===== config.mk =====
export PLATFORM = sky130hd
export DESIGN_NAME = serial_twos_comp_array
export DESIGN_NICKNAME = d
export VERILOG_FILES = /design/src/rtl/scomp_pkg.sv /design/src/rtl/scomp_lane.sv /design/src/rtl/serial_twos_comp_array.sv
export SDC_FILE = /design/constraint.sdc
export NUM_CORES = 1
export LEC_CHECK = 0
export ABC_AREA = 1
export BUFFER_PORTS_ARGS = -buffer_cell sky130_fd_sc_hd__buf_4
export CAP_MARGIN = 20
export CORE_AREA = 2 2 39 41
export DETAILED_ROUTE_END_ITERATION = 7
export DIE_AREA = 0 0 41 43
export PLACE_DENSITY_LB_ADDON = 0.05
export SLEW_MARGIN = 15
export SYNTH_ARGS = -nofsm -noshare
export SYNTH_HDL_FRONTEND = slang
export SYNTH_SLANG_ARGS = --single-unit

===== constraint.sdc =====
create_clock -name t_clk -period 3.1 [get_ports t_clk]
set_input_delay 0.62 -clock t_clk [delete_from_list [all_inputs] [get_ports t_clk]]
set_output_delay 0.62 -clock t_clk [all_outputs]
set_load 0.005 [all_outputs]

===== src/rtl/scomp_pkg.sv =====
// Shared definitions for the serial two's-complement negator array.
//   cnt_width()     width of the shared in-word bit counter
//   lane_state_t    per-lane COPY/INVERT state
//   SCOMP_*_DEF     default word length and lane count
package scomp_pkg;

    localparam int SCOMP_W_DEF  = 8;
    localparam int SCOMP_CH_DEF = 1;

    typedef enum logic {
        COPY   = 1'b0,
        INVERT = 1'b1
    } lane_state_t;

    // Guard keeps a 1-bit counter for degenerate widths; W>=2 gives $clog2(W).
    function automatic int cnt_width(input int w);
        return (w > 1) ? $clog2(w) : 1;
    endfunction

endpackage


===== src/rtl/scomp_lane.sv =====
// One serial lane: COPY/INVERT state, latched negate request, output register.
// Optional macro SCOMP_OVF_DETECT_EN adds the most-negative-value overflow pulse.
//
// Ports
//   t_clk    clock
//   r        synchronous active-high reset
//   valid    beat qualifier
//   first    current beat is bit 0 of the word
//   last     current beat is bit W-1 of the word
//   in_bit   serial input bit (LSB first)
//   neg      negate request (used only on the first beat)
//   out_bit  registered result bit, held across gaps
//   ovf      overflow pulse on the last beat (SCOMP_OVF_DETECT_EN only)
//
// state  | meaning
// COPY   | no 1 seen yet in this word; output follows input
// INVERT | a 1 has been seen; output is the inverted input when negating
module scomp_lane
    import scomp_pkg::*;
(
    input  logic t_clk,
    input  logic r,
    input  logic valid,
    input  logic first,
    input  logic last,
    input  logic in_bit,
    input  logic neg,
    output logic out_bit
`ifdef SCOMP_OVF_DETECT_EN
    ,
    output logic ovf
`endif
);

    lane_state_t state_q;
    lane_state_t state_d;
    lane_state_t state_cur;
    logic        neg_lat;
    logic        neg_eff;
    logic        out_d;

    always_comb begin
        // Bit 0 always starts fresh and uses the live negate request.
        state_cur = first ? COPY : state_q;
        neg_eff   = first ? neg : neg_lat;
        state_d   = state_q;
        out_d     = in_bit;
        if (neg_eff && (state_cur == INVERT)) begin
            out_d = ~in_bit;
        end
        if (valid) begin
            if (last) begin
                state_d = COPY;
            end else if ((state_cur == INVERT) || in_bit) begin
                state_d = INVERT;
            end else begin
                state_d = COPY;
            end
        end
    end

    always_ff @(posedge t_clk) begin
        if (r) begin
            state_q <= COPY;
            neg_lat <= 1'b0;
            out_bit <= 1'b0;
        end else begin
            state_q <= state_d;
            if (valid && first) begin
                neg_lat <= neg;
            end
            if (valid) begin
                out_bit <= out_d;
            end
        end
    end

`ifdef SCOMP_OVF_DETECT_EN
    // The only word whose first 1 is its MSB is 2^(W-1); negating it wraps.
    always_ff @(posedge t_clk) begin
        if (r) begin
            ovf <= 1'b0;
        end else begin
            ovf <= valid && last && neg_eff && in_bit && (state_cur == COPY);
        end
    end
`endif

endmodule


===== src/rtl/serial_twos_comp_array.sv =====
// Multi-lane, word-framed serial two's-complement negator (LSB first).
// A shared counter frames W-bit words; each lane passes or negates its word.
// Optional macro SCOMP_OVF_DETECT_EN adds the ovf output.
//
// Ports
//   t_clk      clock
//   r          synchronous active-high reset
//   in_valid   qualifies in_bit (one bit per lane)
//   in_bit     CH serial input bits, lane c on bit c
//   neg        CH negate requests, sampled on bit 0 of a word
//   out_valid  registered in_valid
//   out_bit    CH serial result bits, 1-cycle latency
//   out_eow    marks the output beat carrying bit W-1
//   ovf        CH negation-overflow pulses (SCOMP_OVF_DETECT_EN only)
module serial_twos_comp_array
    import scomp_pkg::*;
#(
    parameter int W  = SCOMP_W_DEF,
    parameter int CH = SCOMP_CH_DEF
) (
    input  logic          t_clk,
    input  logic          r,
    input  logic          in_valid,
    input  logic [CH-1:0] in_bit,
    input  logic [CH-1:0] neg,
    output logic          out_valid,
    output logic [CH-1:0] out_bit,
    output logic          out_eow
`ifdef SCOMP_OVF_DETECT_EN
    ,
    output logic [CH-1:0] ovf
`endif
);

    localparam int            CW       = cnt_width(W);
    localparam logic [CW-1:0] CNT_LAST = CW'(W - 1);

    logic [CW-1:0] cnt;
    logic          first;
    logic          last;

    assign first = (cnt == '0);
    assign last  = (cnt == CNT_LAST);

    always_ff @(posedge t_clk) begin
        if (r) begin
            cnt       <= '0;
            out_valid <= 1'b0;
            out_eow   <= 1'b0;
        end else begin
            out_valid <= in_valid;
            out_eow   <= in_valid && last;
            if (in_valid) begin
                cnt <= last ? '0 : cnt + CW'(1);
            end
        end
    end

    for (genvar c = 0; c < CH; c++) begin : g_lane
        scomp_lane u_lane (
            .t_clk   (t_clk),
            .r       (r),
            .valid   (in_valid),
            .first   (first),
            .last    (last),
            .in_bit  (in_bit[c]),
            .neg     (neg[c]),
            .out_bit (out_bit[c])
`ifdef SCOMP_OVF_DETECT_EN
            ,
            .ovf     (ovf[c])
`endif
        );
    end

endmodule


==> results of run 1 <==
## metal layers
layer  track usage (%)  wire, um  up-vias
met5                 0         0        -
met2             13.13       325        8
met1             14.66       337      136
met4             8.000        12        0
li1                  -         -      163
met3             6.283        40        2
## final cells by class
| class | count | share of cell area [%] |
|---|---|---|
| Sequential cell | 8 | 35.26 |
| Multi-Input combinational cell | 29 | 38.84 |
| Tap cell | 16 | 4.408 |
| Inverter | 6 | 4.959 |
| Timing Repair Buffer | 7 | 11.57 |
| Clock buffer | 3 | 4.959 |
## cell usage after synthesis (2+ instances only)
master / instances
inv_1: 5
a211oi_1: 2
nand2_1: 8
nand4_1: 2
dfxtp_1: 8
ha_1: 3
nor2_1: 6
nand3_1: 2
## cells by family after synthesis
group,after synthesis,synth area share (%)
and+or+nand+nor,20,25.52
DFF,8,44.14
AOI/OAI and AO/OA,6,12.75
buffers and inverters,7,7.240
adders and majority gates,3,10.35
## report_power, final
part	switching (mW)	internal, mW	total (mW)	leakage, nW
clock network	0.0362	0.0444	0.0805	0.0138
registers	0.00457	0.109	0.114	0.0661
logic	0.0178	0.0143	0.0321	0.133
total	0.0585	0.168	0.227	0.213
## stage by stage
stage / util (%) / area, sq um / worst slack [ns]
CTS: 32.82 / 454.2 / 1.780
floorplan: - / 362.8 / 1.959
detailed placement: 31.19 / 431.7 / 1.877
global route: 32.82 / 454.2 / 1.717
finish: 32.82 / 454.2 / 1.788
global placement: 31.19 / 431.7 / 1.884
## registers in the layout (all words and copies together) (netlist names)
register,cells
cnt,3
g_lane.u_lane.neg_lat,1
g_lane.u_lane.out_bit,1
g_lane.u_lane.state_q,1
out_eow,1
out_valid,1
## final timing paths
kind	startpoint	end	depth (start not counted)
min reg2reg	cnt[1]	cnt[1]	2
max	g_lane[0].u_lane.out_bit	out_bit	1
max reg2reg	cnt[0]	g_lane[0].u_lane.out_bit	8
min	cnt[1]	cnt[1]	2
==> summary.txt, run 1 <==
Finish
  • Synth-to-layout area growth: 25.17%
  • Multi-input logic area: between 150 and 200 sq um
  • Final non-filler cell total: 69
  • Fill cells: 160
  • Layout cells sized above 1: between 20% and 30%
  • N_diodes: 0
  • Layout Nets: 63
  • Register area: about 160 sq um
  • Commonest cells after routing, fill and taps aside: 8 x nand2_1, 8 x dfxtp_1, 7 x buf_4

Route
  • Final WL: 715 um
  • DRC errors left: 0
  • Final ANT Viol Nets: 0
  • First drt pass iteration count: 4
  • Wire length per cell: ~10 um
  • Vias per std cell: ~4.5
  • 1st-iter DRT viols: 3
  • Total number of vias: a little over 300

Clock network
  • CTS buffer count: 3
  • Post-CTS setup buffers: 0
  • Clk Latency, worst-skew pair: roughly 0.26 ns
  • Post-CTS resize count: 0
  • Clk buf depth: 2
  • CTS root buf: clkbuf_4
  • Htree depth: 1
  • Hold-fix buffer count after cts: 0
  • CTS tree: yes
  • Worst-path clk slew: about 0.060 ns
  • Clock sinks: 8

Timing
  • Period minus WS final: 1.312 ns
  • Worst-Margin Slew: 0.1743 ns
  • Final Max Tran Viols: 0
  • Final Setup Violations: 0
  • Final worst path period share: a little over two fifths
  • Fin Clk Skew: 0.006608 ns
  • FMAX: between 0.7 and 0.8 GHz
  • Final hold slack: roughly 0.5 ns
  • Final TNS setup: 0 ns
  • Slew headroom: a little under 90%
  • RSZ-0062 raised after global routing: false
  • Final hold viol count: 0

Logic synthesis
  • Avg Synthesized Cell Area: between 8 and 9 sq um
  • Top post-synthesis cells by area: dfxtp_1 44%, ha_1 10%, nand2_1 8.3%, nor2_1 6.2%, inv_1 5.2%
  • Most area-hungry cell type in the Yosys netlist: dfxtp_1
  • Post-Syn Area: around 360 sq um
  • Mapped Cells: 44
  • Flops & latches, synth: 8
  • Number of synthesized flops with an enable pin: 0
  • Synth top area share: between 40% and 50%
  • Net count of the mapped netlist: 52
  • Synth cell types: 16
  • Main synth FF type: dfxtp_1
  • Asr flop ratio synth: 0%
  • Register area share after synthesis: 44.14%
  • Ys Warns: 0

Setup path
  • R2R Setup Slk: approximately 1.9 ns
  • Crit path launch type: flip-flop
  • CP peak stage delay: around 0.31 ns
  • Crit path kind: reg -> out
  • Worst-path maximum fanout: 2
  • CP top delay family: flip-flops
  • Worst Path Arrival: 0.69 ns
  • Worst path slowest cell: dfxtp_1
  • CP Cell Sequence: buf_4
  • Worst Path Required: between 2 and 2.5 ns
  • Crit path buf inv count: 1
  • Crit end category: primary output

Floorplan
  • Ports: 8
  • Placeable Area: 1384 sq um
  • Starting density of the core: a little over a quarter
  • Die Span X: roughly 41 um
  • Die Area: between 1500 and 2000 sq um
  • Chip height: roughly 43 um
  • # rows: 14

Power
  • VDD IR max: 0.1739 mV
  • Pwr per Cell Area: about 500 nW/um^2
  • Total power: between 0.2 and 0.25 mW
  • Static Leak: 0.2133 nW

Global routing
  • First-pass GRT wire length: about 1300 um
  • Grt ovf: 0
  • Vias in the first global route: 309
  • Largest net degree at the start of global routing: 9
  • Overall routing resource usage: 11.19%
  • Initial antenna violation count: 0

Place
  • Post-DP HPWL: about 550 um
  • Placed insts: 66
  • Final GP Congestion: 0.7242
  • PortBufs: 7

Status
  • Status: finished clean

Job
  • Max-cap violation count: 0

Worst hold path
  • Worst hold path class: reg -> reg
Note: power is estimated with default switching activity, not from simulation.
==> run 2: changes to the inputs <==
clock period = 1.2 ns   (was 3.1 ns; I/O delays follow)
==> run 2 against run 1 <==
Effect of this change:
- critical path type is now reg -> reg
- clock skew shrank 0.0017 ns
- largest cell class unchanged
- combinational power increased to 2.8 times the previous value
- worst setup slack got worse by 1.7 ns
- critical endpoint is now cnt[0]
- non-clock buffer count rose by 1
- final cell count rose by 1.4%
- flip-flop and latch count is the same
- critical path depth grew 4
==> summary.txt, run 2 (synthesis results as in run 1) <==
Status
  • Status: finished clean (unchanged)

Clock network
  • Worst-path clk slew: 0.06 ns (about the same)
  • Clk Latency, worst-skew pair: 0.25 ns (was 0.26 ns)
  • CTS root buf: clkbuf_4 (unchanged)
  • Hold-fix buffer count after cts: 0 (unchanged)
  • Clk buf depth: 2 (unchanged)
  • CTS tree: yes (unchanged)
  • Clock sinks: 8 (unchanged)
  • Htree depth: 1 (unchanged)
  • CTS buffer count: 3 (unchanged)

Floorplan
  • Starting density of the core: 26.22% (unchanged)
  • Placeable Area: 1384 sq um (unchanged)
  • Die Span X: 41 um (unchanged)
  • # rows: 14 (unchanged)
  • Chip height: 43 um (unchanged)
  • Die Area: 1763 sq um (unchanged)
  • Ports: 8 (unchanged)

Global routing
  • Overall routing resource usage: 10.14% (was 11.19%)
  • Grt ovf: 0 (unchanged)
  • Vias in the first global route: 280 (was 309)
  • Initial antenna violation count: 0 (unchanged)
  • Largest net degree at the start of global routing: 9 (unchanged)
  • First-pass GRT wire length: 1124 um (was 1269 um)

Finish
  • Max FFs per register: 3 (unchanged)
  • Layout cells sized above 1: 31.48% (was 28.30%)
  • N_diodes: 0 (unchanged)
  • Biggest register: cnt (unchanged)
  • Synth-to-layout area growth: 27.93% (was 25.17%)
  • Commonest cells after routing, fill and taps aside: 8 x dfxtp_1, 8 x buf_4, 7 x nand2_1 (was 8 x nand2_1, 8 x dfxtp_1, 7 x buf_4)
  • Layout Nets: 64 (was 63)

Setup path
  • R2R cell count: 5 (was 8)
  • Worst Path Required: 1.37 ns (was 2.48 ns)
  • End of the critical path: cnt[0] (was out_bit)
  • CP startpoint: cnt[0] (was g_lane[0].u_lane.out_bit)
  • Worst Path Arrival: 1.29 ns (was 0.69 ns)
  • Worst-path maximum fanout: 3 (was 2)
  • R2r endpoint: cnt[0] (was g_lane[0].u_lane.out_bit)
  • R2R Setup Slk: 0.08 ns (was 1.88 ns)
  • Crit path launch type: flip-flop (unchanged)
  • Crit path kind: reg -> reg (was reg -> out)
  • Reg-to-Reg Start: cnt[0] (unchanged)
  • Crit end category: flip-flop (was primary output)

Place
  • Final GP Congestion: 0.7236 (was 0.7242)
  • Post-DP HPWL: 521.1 um (was 554.3 um)
  • PortBufs: 7 (unchanged)

Timing
  • Slew headroom: 88.22% (was 88.31%)
  • RSZ-0062 raised after global routing: false (unchanged)
  • Fin Clk Skew: 0.004921 ns (was 0.006608 ns)
  • Final Max Tran Viols: 0 (unchanged)
  • Final Setup Violations: 0 (unchanged)
  • Final TNS setup: 0 ns (unchanged)
  • Final worst path period share: between 90% and 100%
  • Final hold viol count: 0 (unchanged)
  • Period minus WS final: about 1.1 ns
  • Worst-Margin Slew: 0.1757 ns (was 0.1743 ns)
  • FMAX: approximately 0.89 GHz

Route
  • 1st-iter DRT viols: 1 (was 3)
  • Final WL: 695 um (was 715 um)
  • Wire length per cell: 9.929 um (was 10.36 um)
  • DRC errors left: 0 (unchanged)
  • Vias per std cell: 4.400 (was 4.478)
  • Total number of vias: 308 (was 309)
  • Final ANT Viol Nets: 0 (unchanged)
  • First drt pass iteration count: 2 (was 4)

Job
  • Max-cap violation count: 0 (unchanged)

Power
  • Static Leak: 0.2184 nW (was 0.2133 nW)
  • VDD IR max: 0.3360 mV (was 0.1739 mV)
  • Total power: 0.5877 mW (was 0.2267 mW)
  • Pwr per Cell Area: 1266 nW/um^2 (was 499.1 nW/um^2)

Worst hold path
  • Worst hold path class: in -> reg (was reg -> reg)
run 2: changes by cell type in the layout (fill, tap and decap cells not counted), sizes merged:
cell / change
buf: +1
run 2: report_power, final:
group	switching, mW	internal (mW)
Sequential	0.00992	0.283
Clock	0.0913	0.114
Combinational	0.0481	0.0411
Total	0.149	0.438
run 2: cell type report:
| class | count | area (sq um) |
|---|---|---|
| repair buffers | 8 | 60.06 |
| flip-flops and latches | 8 | 160.2 |
| clock buffers | 3 | 22.52 |
| multi-input cells | 29 | 178.9 |
| fillers | 160 | 919.6 |
| inverters | 6 | 22.52 |
| well taps | 16 | 20.02 |
run 2: repair_timing:
action                                  in CTS  in global routing
buffers inserted                             0                  0
endpoints found under the setup margin       0                  1
resized for setup                            0                  1
run 2: stage by stage:
stage	hold slack, ns	instances	setup WS [ns]	cell area, sq um	utilization, %
finish	0.2095	70	0.08066	464.2	33.54
global route	0.2079	70	0.005079	464.2	33.54
CTS	0.1954	70	0.06566	461.7	33.36
detailed placement	0.4737	67	0.07621	439.2	31.74
global placement	0.4696	67	0.09921	439.2	31.74
floorplan	0.3282	44	0.1159	362.8	-
run 2: routing by layer:
metal	part of all wire [%]	global-route usage, %
met1	52	13.50
met2	43	11.88
met3	4.0	3.141
met4	1.3	10.00
met5	0	0
run 2: critical path, cell delays in order, from the launching register on:
cell,delay [ns]
dfxtp_1,0.32
ha_1,0.20
ha_1,0.22
nor2_4,0.13
nor2_2,0.04
a211oi_2,0.13
run 2: how the worst min path moves through the flow:
stage          startpoint                  endpoint  cells past startpoint
6_report                r  g_lane[0].u_lane.state_q                      2
5_1_grt                 r  g_lane[0].u_lane.state_q                      2
4_1_cts                 r  g_lane[0].u_lane.state_q                      2
3_5_place_dp            r  g_lane[0].u_lane.state_q                      2
3_3_place_gp       cnt[1]                    cnt[1]                      2
2_1_floorplan    in_valid                    cnt[0]                      1
